===== config.mk =====
export PLATFORM = sky130hd
export DESIGN_NAME = instr_fetch_unit
export DESIGN_NICKNAME = d
export VERILOG_FILES = /design/src/rtl/instr_fetch_unit.sv
export SDC_FILE = /design/constraint.sdc
export NUM_CORES = 1
export LEC_CHECK = 0
export CAP_MARGIN = 5
export CORE_MARGIN = 2
export CORE_UTILIZATION = 47
export CTS_CLUSTER_DIAMETER = 80
export DETAILED_ROUTE_END_ITERATION = 8
export PLACE_DENSITY = 0.76
export SLEW_MARGIN = 40
export SYNTH_ARGS = -nofsm -noshare
export SYNTH_HDL_FRONTEND = slang
export SYNTH_SLANG_ARGS = --single-unit

===== constraint.sdc =====
create_clock -name clk -period 2.45 [get_ports clk]
set_input_delay 0.735 -clock clk [delete_from_list [all_inputs] [get_ports clk]]
set_output_delay 0.735 -clock clk [all_outputs]
set_load 0.01 [all_outputs]

===== src/rtl/instr_fetch_unit.sv =====
// instr_fetch_unit: PC generation and fetch control feeding decode.
// One-entry skid absorbs the memory's 1-cycle latency under stall.
module instr_fetch_unit #(
    parameter logic [31:0] RESET_PC = 32'h0000_0000,
    parameter logic [31:0] PC_INC   = 32'd1
) (
    input  logic        clk,
    input  logic        rst,
    input  logic        stall,
    input  logic        branch_taken,
    input  logic [31:0] branch_target,
    input  logic        halt_req,
    input  logic [31:0] mem_instr,
    output logic [31:0] mem_pc,
    output logic        mem_ena,
    output logic [31:0] instr_out,
    output logic [31:0] instr_pc,
    output logic        instr_valid,
    output logic        halted
);

    typedef enum logic [1:0] {
        IDLE,
        RUN,
        HALT
    } state_t;

    typedef struct packed {
        logic [31:0] instr;
        logic [31:0] pc;
    } fetch_t;

    state_t      state;
    state_t      state_nx;
    logic [31:0] pc;
    logic [31:0] pc_nx;
    logic        inflight;
    logic [31:0] inflight_pc;
    fetch_t      skid;
    logic        skid_valid;
    logic        out_free;
    logic        issue;
    logic        flush;

    assign out_free = !instr_valid || !stall;
    assign mem_pc   = pc;
    assign mem_ena  = issue;
    assign halted   = (state == HALT) && !inflight && !skid_valid;

    // Next state, next pc, and whether a fetch issues or a redirect flushes.
    always_comb begin
        state_nx = state;
        pc_nx    = pc;
        issue    = 1'b0;
        flush    = 1'b0;
        unique case (state)
            IDLE: begin
                state_nx = halt_req ? HALT : RUN;
                if (branch_taken && !halt_req)
                    pc_nx = branch_target;
            end
            RUN: begin
                if (halt_req) begin
                    state_nx = HALT;
                end else if (branch_taken) begin
                    flush = 1'b1;
                    pc_nx = branch_target;
                end else if (!skid_valid && !(stall && instr_valid)) begin
                    issue = 1'b1;
                    pc_nx = pc + PC_INC;
                end
            end
            HALT: begin
                state_nx = HALT;
            end
            default: begin
                state_nx = IDLE;
            end
        endcase
    end

    // State, pc and tracking of the word currently in the memory.
    always_ff @(posedge clk or negedge rst) begin
        if (!rst) begin
            state       <= IDLE;
            pc          <= RESET_PC;
            inflight    <= 1'b0;
            inflight_pc <= 32'h0;
        end else begin
            state    <= state_nx;
            pc       <= pc_nx;
            inflight <= issue;
            if (issue)
                inflight_pc <= pc;
        end
    end

    // Output register and skid: skid drains before any newer word lands.
    always_ff @(posedge clk or negedge rst) begin
        if (!rst) begin
            instr_out   <= 32'h0;
            instr_pc    <= 32'h0;
            instr_valid <= 1'b0;
            skid        <= '0;
            skid_valid  <= 1'b0;
        end else if (flush) begin
            instr_valid <= 1'b0;
            skid_valid  <= 1'b0;
        end else if (skid_valid) begin
            if (out_free) begin
                instr_out   <= skid.instr;
                instr_pc    <= skid.pc;
                instr_valid <= 1'b1;
                skid_valid  <= 1'b0;
            end
        end else if (inflight) begin
            if (out_free) begin
                instr_out   <= mem_instr;
                instr_pc    <= inflight_pc;
                instr_valid <= 1'b1;
            end else begin
                skid.instr <= mem_instr;
                skid.pc    <= inflight_pc;
                skid_valid <= 1'b1;
            end
        end else if (out_free) begin
            instr_valid <= 1'b0;
        end
    end

endmodule


Yosys cells after proc, flatten, opt, wreduce, memory -nomap -nowiden
Index checks and enable logic that the tools add are counted.

storage, ports and cells
  word-level logic and storage cells = 71
  bits in registers = 197
  output and inout bits = 99

operators by class
  bitwise operators = 3
  equality and inequality tests = 6
  add/sub/neg operators = 1
  multiplexer cells = 32
  reduce and logical (&&, ||, !) cells = 19

operator list
  kind                     count
  $mux W32                 12
  $pmux W32 S2             1
  $add A32 B1 Y32 const B  1
  $mux W1                  16
  $reduce_and A4 Y1        2
  $logic_not A1 Y1         6
  $ne A2 B2 Y1 const B     3
  $pmux W2 S3              1
  $logic_and A1 B1 Y1      5
  $mux W2                  2
  $reduce_bool A2 Y1       2
  $reduce_bool A4 Y1       1
  $ne A3 B3 Y1 const B     1
  $not A1 Y1               3
  $reduce_and A3 Y1        1
  $eq A2 B1 Y1 const B     1
  $eq A2 B2 Y1 const B     1
  $logic_not A2 Y1         1
  $logic_or A1 B1 Y1       1

Depth between registers and ports, before layout
  depth after elaboration = 7
  depth in mapped cells = 9
  mapped depth without buffers = 7

Worst setup path after synthesis
Ideal clock, no wire load.

  path type = input -> output
  start = in stall
  end = out mem_ena
  data arrival time = 1870 ps
  stages = 5
  slack = -155 ps
  cell sequence = and2_1 or4_1 clkbuf_1 buf_1 inv_1

between the ends
  longest elaborated chain between the ends = 7

ends and longest elaborated chain
  item                 line  source
  start: declaration   9     input logic stall,
  $logic_and A1 B1 Y1  68    end else if (!skid_valid && !(stall && instr_valid)) begin
  $logic_not A1 Y1     68
  $logic_and A1 B1 Y1  68
  $mux W1              68
  $mux W1              65    end else if (branch_taken) begin
  $mux W1              63    if (halt_req) begin
  $mux W1              56    unique case (state)
  end: declaration     15    output logic mem_ena,

No other way between the ends.

Final worst setup path
Same ends and word-level chain as after synthesis.

==> flow_metrics.env <==
export IMPL_status="finished, violations left"
export IMPL_failed_checks="setup timing"
export IMPL_clock_skew_ns=0.00919
export IMPL_relSlewSlack_pct=55.0
export IMPL_worstSetupEndpointType="output port"
export IMPL_grt_overflow_total=0
export IMPL_powerDensity_mw_per_mm2=1070
export IMPL_core_area_mm2=0.0186
export IMPL_max_freq_ghz=0.407
export IMPL_grt_max_degree=62
export IMPL_layout_worst_path_cycle_share_pct=100
export IMPL_path_buf_inv=3
export IMPL_cts_made_buffers=17
export IMPL_clock_latency_ns=0.43
export IMPL_htreeDepth=4
export IMPL_fin_nets=1066
export IMPL_drc=0
export IMPL_viasPerCell=5.43
export IMPL_leakage_nw=5.04
export IMPL_stdcell_area_mm2=0.0119
export IMPL_root_buffer="clkbuf_16"
export IMPL_ys_ff_latch=197
export IMPL_setup_viol=1
export IMPL_synth_edf_count=0
export IMPL_critPathMaxFanout=2
export IMPL_ys_flop_type="dfrtp_1"
export IMPL_cp_start_kind="input pin"
export IMPL_syn_inst=786
export IMPL_seq_area_frac_synth_pct=55.7
export IMPL_critPathSlowestCell="or4_4"
export IMPL_ys_async_sr_fraction_pct=100
export IMPL_report_final_slew_viol_count=0
export IMPL_finalHoldViolations=0
export IMPL_path_cells="clkdlybuf4s15_1, and2_4, or4_4, inv_4, buf_6"
export IMPL_die_area_mm2=0.0199
export IMPL_syn_nets=860
export IMPL_clockBufferDepth=2
export IMPL_pin_count=168
export IMPL_vias=6730
export IMPL_drtIter0Drc=327
export IMPL_drt_total_wl_um=20600
export IMPL_postSynthAreaPerCell_um2=11.3
export IMPL_grt_pass1_vias=6630
export IMPL_cts_tree="built"
export IMPL_fin_crit_ns=2.46
export IMPL_slowest_delay_ns=0.50
export IMPL_avgRoutedWirePerCell_um=16.6
export IMPL_crit_arrival_ns=1.72
export IMPL_area_growth_pct=34.2
export IMPL_fillers=1505
export IMPL_port_buffers=167
export IMPL_synth_cell_area_mm2=0.00885
export IMPL_antenna_found_initial=0
export IMPL_hpwl_um=14500
export IMPL_die_h_um=141
export IMPL_clkTransAtPathRegs_ns=0.07
export IMPL_drive_gt1_share_pct=21.9
export IMPL_setup_ws_ns=-0.00973
export IMPL_initial_core_util_pct=47.6
export IMPL_synth_warning_count=0
export IMPL_final_common_cell="dfrtp_1"
export IMPL_maxCapViolCount=0
export IMPL_place_area_mm2=0.0113
export IMPL_grt_pass1_wl_um=34000
export IMPL_cp_top_family="simple AND/OR/NAND/NOR gates"
export IMPL_total_power_mw=12.7
export IMPL_placementRows=50
export IMPL_crit_required_ns=1.71
export IMPL_netlist_cell_type_count=46
export IMPL_chipWidth_um=141
export IMPL_rsz0062_at_grt="yes"
export IMPL_layout_common_cells="196 x dfrtp_1, 161 x clkdlybuf4s50_1, 105 x a21oi_1, 93 x mux2_2, 82 x nor2_1"
export IMPL_ir_worst_vdd_v=0.000599
export IMPL_gp_congestion=0.844
export IMPL_grt_usage_pct=21.4
export IMPL_antennaDiodeCount=0
export IMPL_worst_pin_slew_ns=0.674
export IMPL_critical_path_class="input pin to output port"
export IMPL_postRouteAntennaNets=0
export IMPL_clock_sinks=197
export IMPL_first_pass_iters=7
export IMPL_fin_tns_setup_ns=-0.00973
export IMPL_hold_path_class="input pin to async pin"
## path summary, 6_finish.rpt
check / startpoint / slack [ns] / to / cells past startpoint
setup / recovery: stall / -0.01 / mem_ena / 5
setup reg to reg: state[0] / 0.18 / skid[63] / 8
hold reg to reg: inflight_pc[21] / 0.50 / inflight_pc[21] / 2
max in group asynchronous: rst / 1.52 / instr_pc[31] / 2
min in group clk: inflight_pc[21] / 0.50 / inflight_pc[21] / 2
hold / removal: rst / 0.27 / instr_out[26] / 1
## layout make-up
class | count | area [µm²] | area share, %
Sequential cell | 197 | 4930 | 41.6
Multi-Input combinational cell | 526 | 3700 | 31.2
Timing Repair Buffer | 242 | 2350 | 19.8
Clock buffer | 18 | 439 | 3.70
Tap cell | 234 | 293 | 2.47
Clock inverter | 14 | 120 | 1.01
Inverter | 8 | 32.5 | 0.274
## worst register-to-register path, stage by stage, from the launching register on
cell and delay (ns):
dfrtp_1 0.41, ha_4 0.18, buf_4 0.14, nor2b_1 0.14
and2_1 0.18, nor4b_2 0.36, buf_4 0.23, buf_12 0.17
mux2_2 0.36
## metal layers
layer | vias to the layer above | global-route usage, % | wire length [µm]
met2 | 200 | 34.0 | 9630
met3 | 17 | 4.35 | 1050
met4 | 0 | 6.74 | 289
met1 | 3279 | 29.8 | 9650
met5 | - | 0 | 0
li1 | 3234 | - | -
## repair_timing
action,4_1_cts,5_1_grt
hold buffers,0,0
resized for setup,14,4
buffers inserted,1,2
setup endpoints to repair,2,1
pin swaps,1,2
## metrics by stage
step	setup WS (ns)	hold slack (ns)	util, %	instances
floorplan	0.0108	0.439	-	786
global placement	-0.733	0.486	60.7	1204
detailed placement	-0.748	0.493	60.7	1204
CTS	-0.0535	0.301	63.8	1237
global route	-0.0380	0.311	63.9	1239
finish	-0.00973	0.269	63.9	1239
## cell usage after synthesis (2+ instances only)
master     number  area (µm²)
a21o_1          2        15.0
o31ai_1         2        15.0
nand4_1        12        75.1
o22a_1          3        26.3
nor4_1          4        25.0
mux2i_1        69         691
clkbuf_1       32         120
o41ai_1         3        26.3
nand2_1        31         116
or4_1           2        15.0
and3_1          8        50.1
o21bai_1        2        15.0
buf_2          11        55.1
nor2_1         82         308
o22ai_1         9        56.3
inv_1           8        30.0
a2bb2oi_1       4        35.0
nor4_2          2        25.0
dfrtp_1       197        4930
ha_1            5        62.6
nor3_1         12        60.1
a21oi_1       105         526
a211oi_1        3        22.5
nand3_1        25         125
nor2b_1         3        18.8
and4_1          4        35.0
a31oi_1         3        18.8
buf_1          11        41.3
and2_1          4        25.0
o21ai_0        20         100
mux2_2         93        1050
## power breakdown
group          leakage, nW  internal (mW)  total [mW]  switching (mW)
clock                0.267           1.36        2.66            1.30
combinational         2.35           2.63        4.77            2.15
sequential            2.42           4.35        5.31           0.961
## registers in the layout, indices dropped and copies added, names as in the netlist
name,flops
inflight,1
inflight_pc,32
instr_out,32
instr_pc,32
instr_valid,1
mem_pc,32
skid,64
skid_valid,1
state,2
## cells by family (layout without fill, tap and decap cells)
logic type	Yosys count	in the layout	share of synthesized area, %
mux	162	162	19.6
fa+ha+maj	5	5	0.707
compound gates	162	162	10.3
simple gates	197	197	10.8
buf+inv	63	282	2.84
flops	197	197	55.7
No activity file was read; power rests on OpenSTA's default activity.
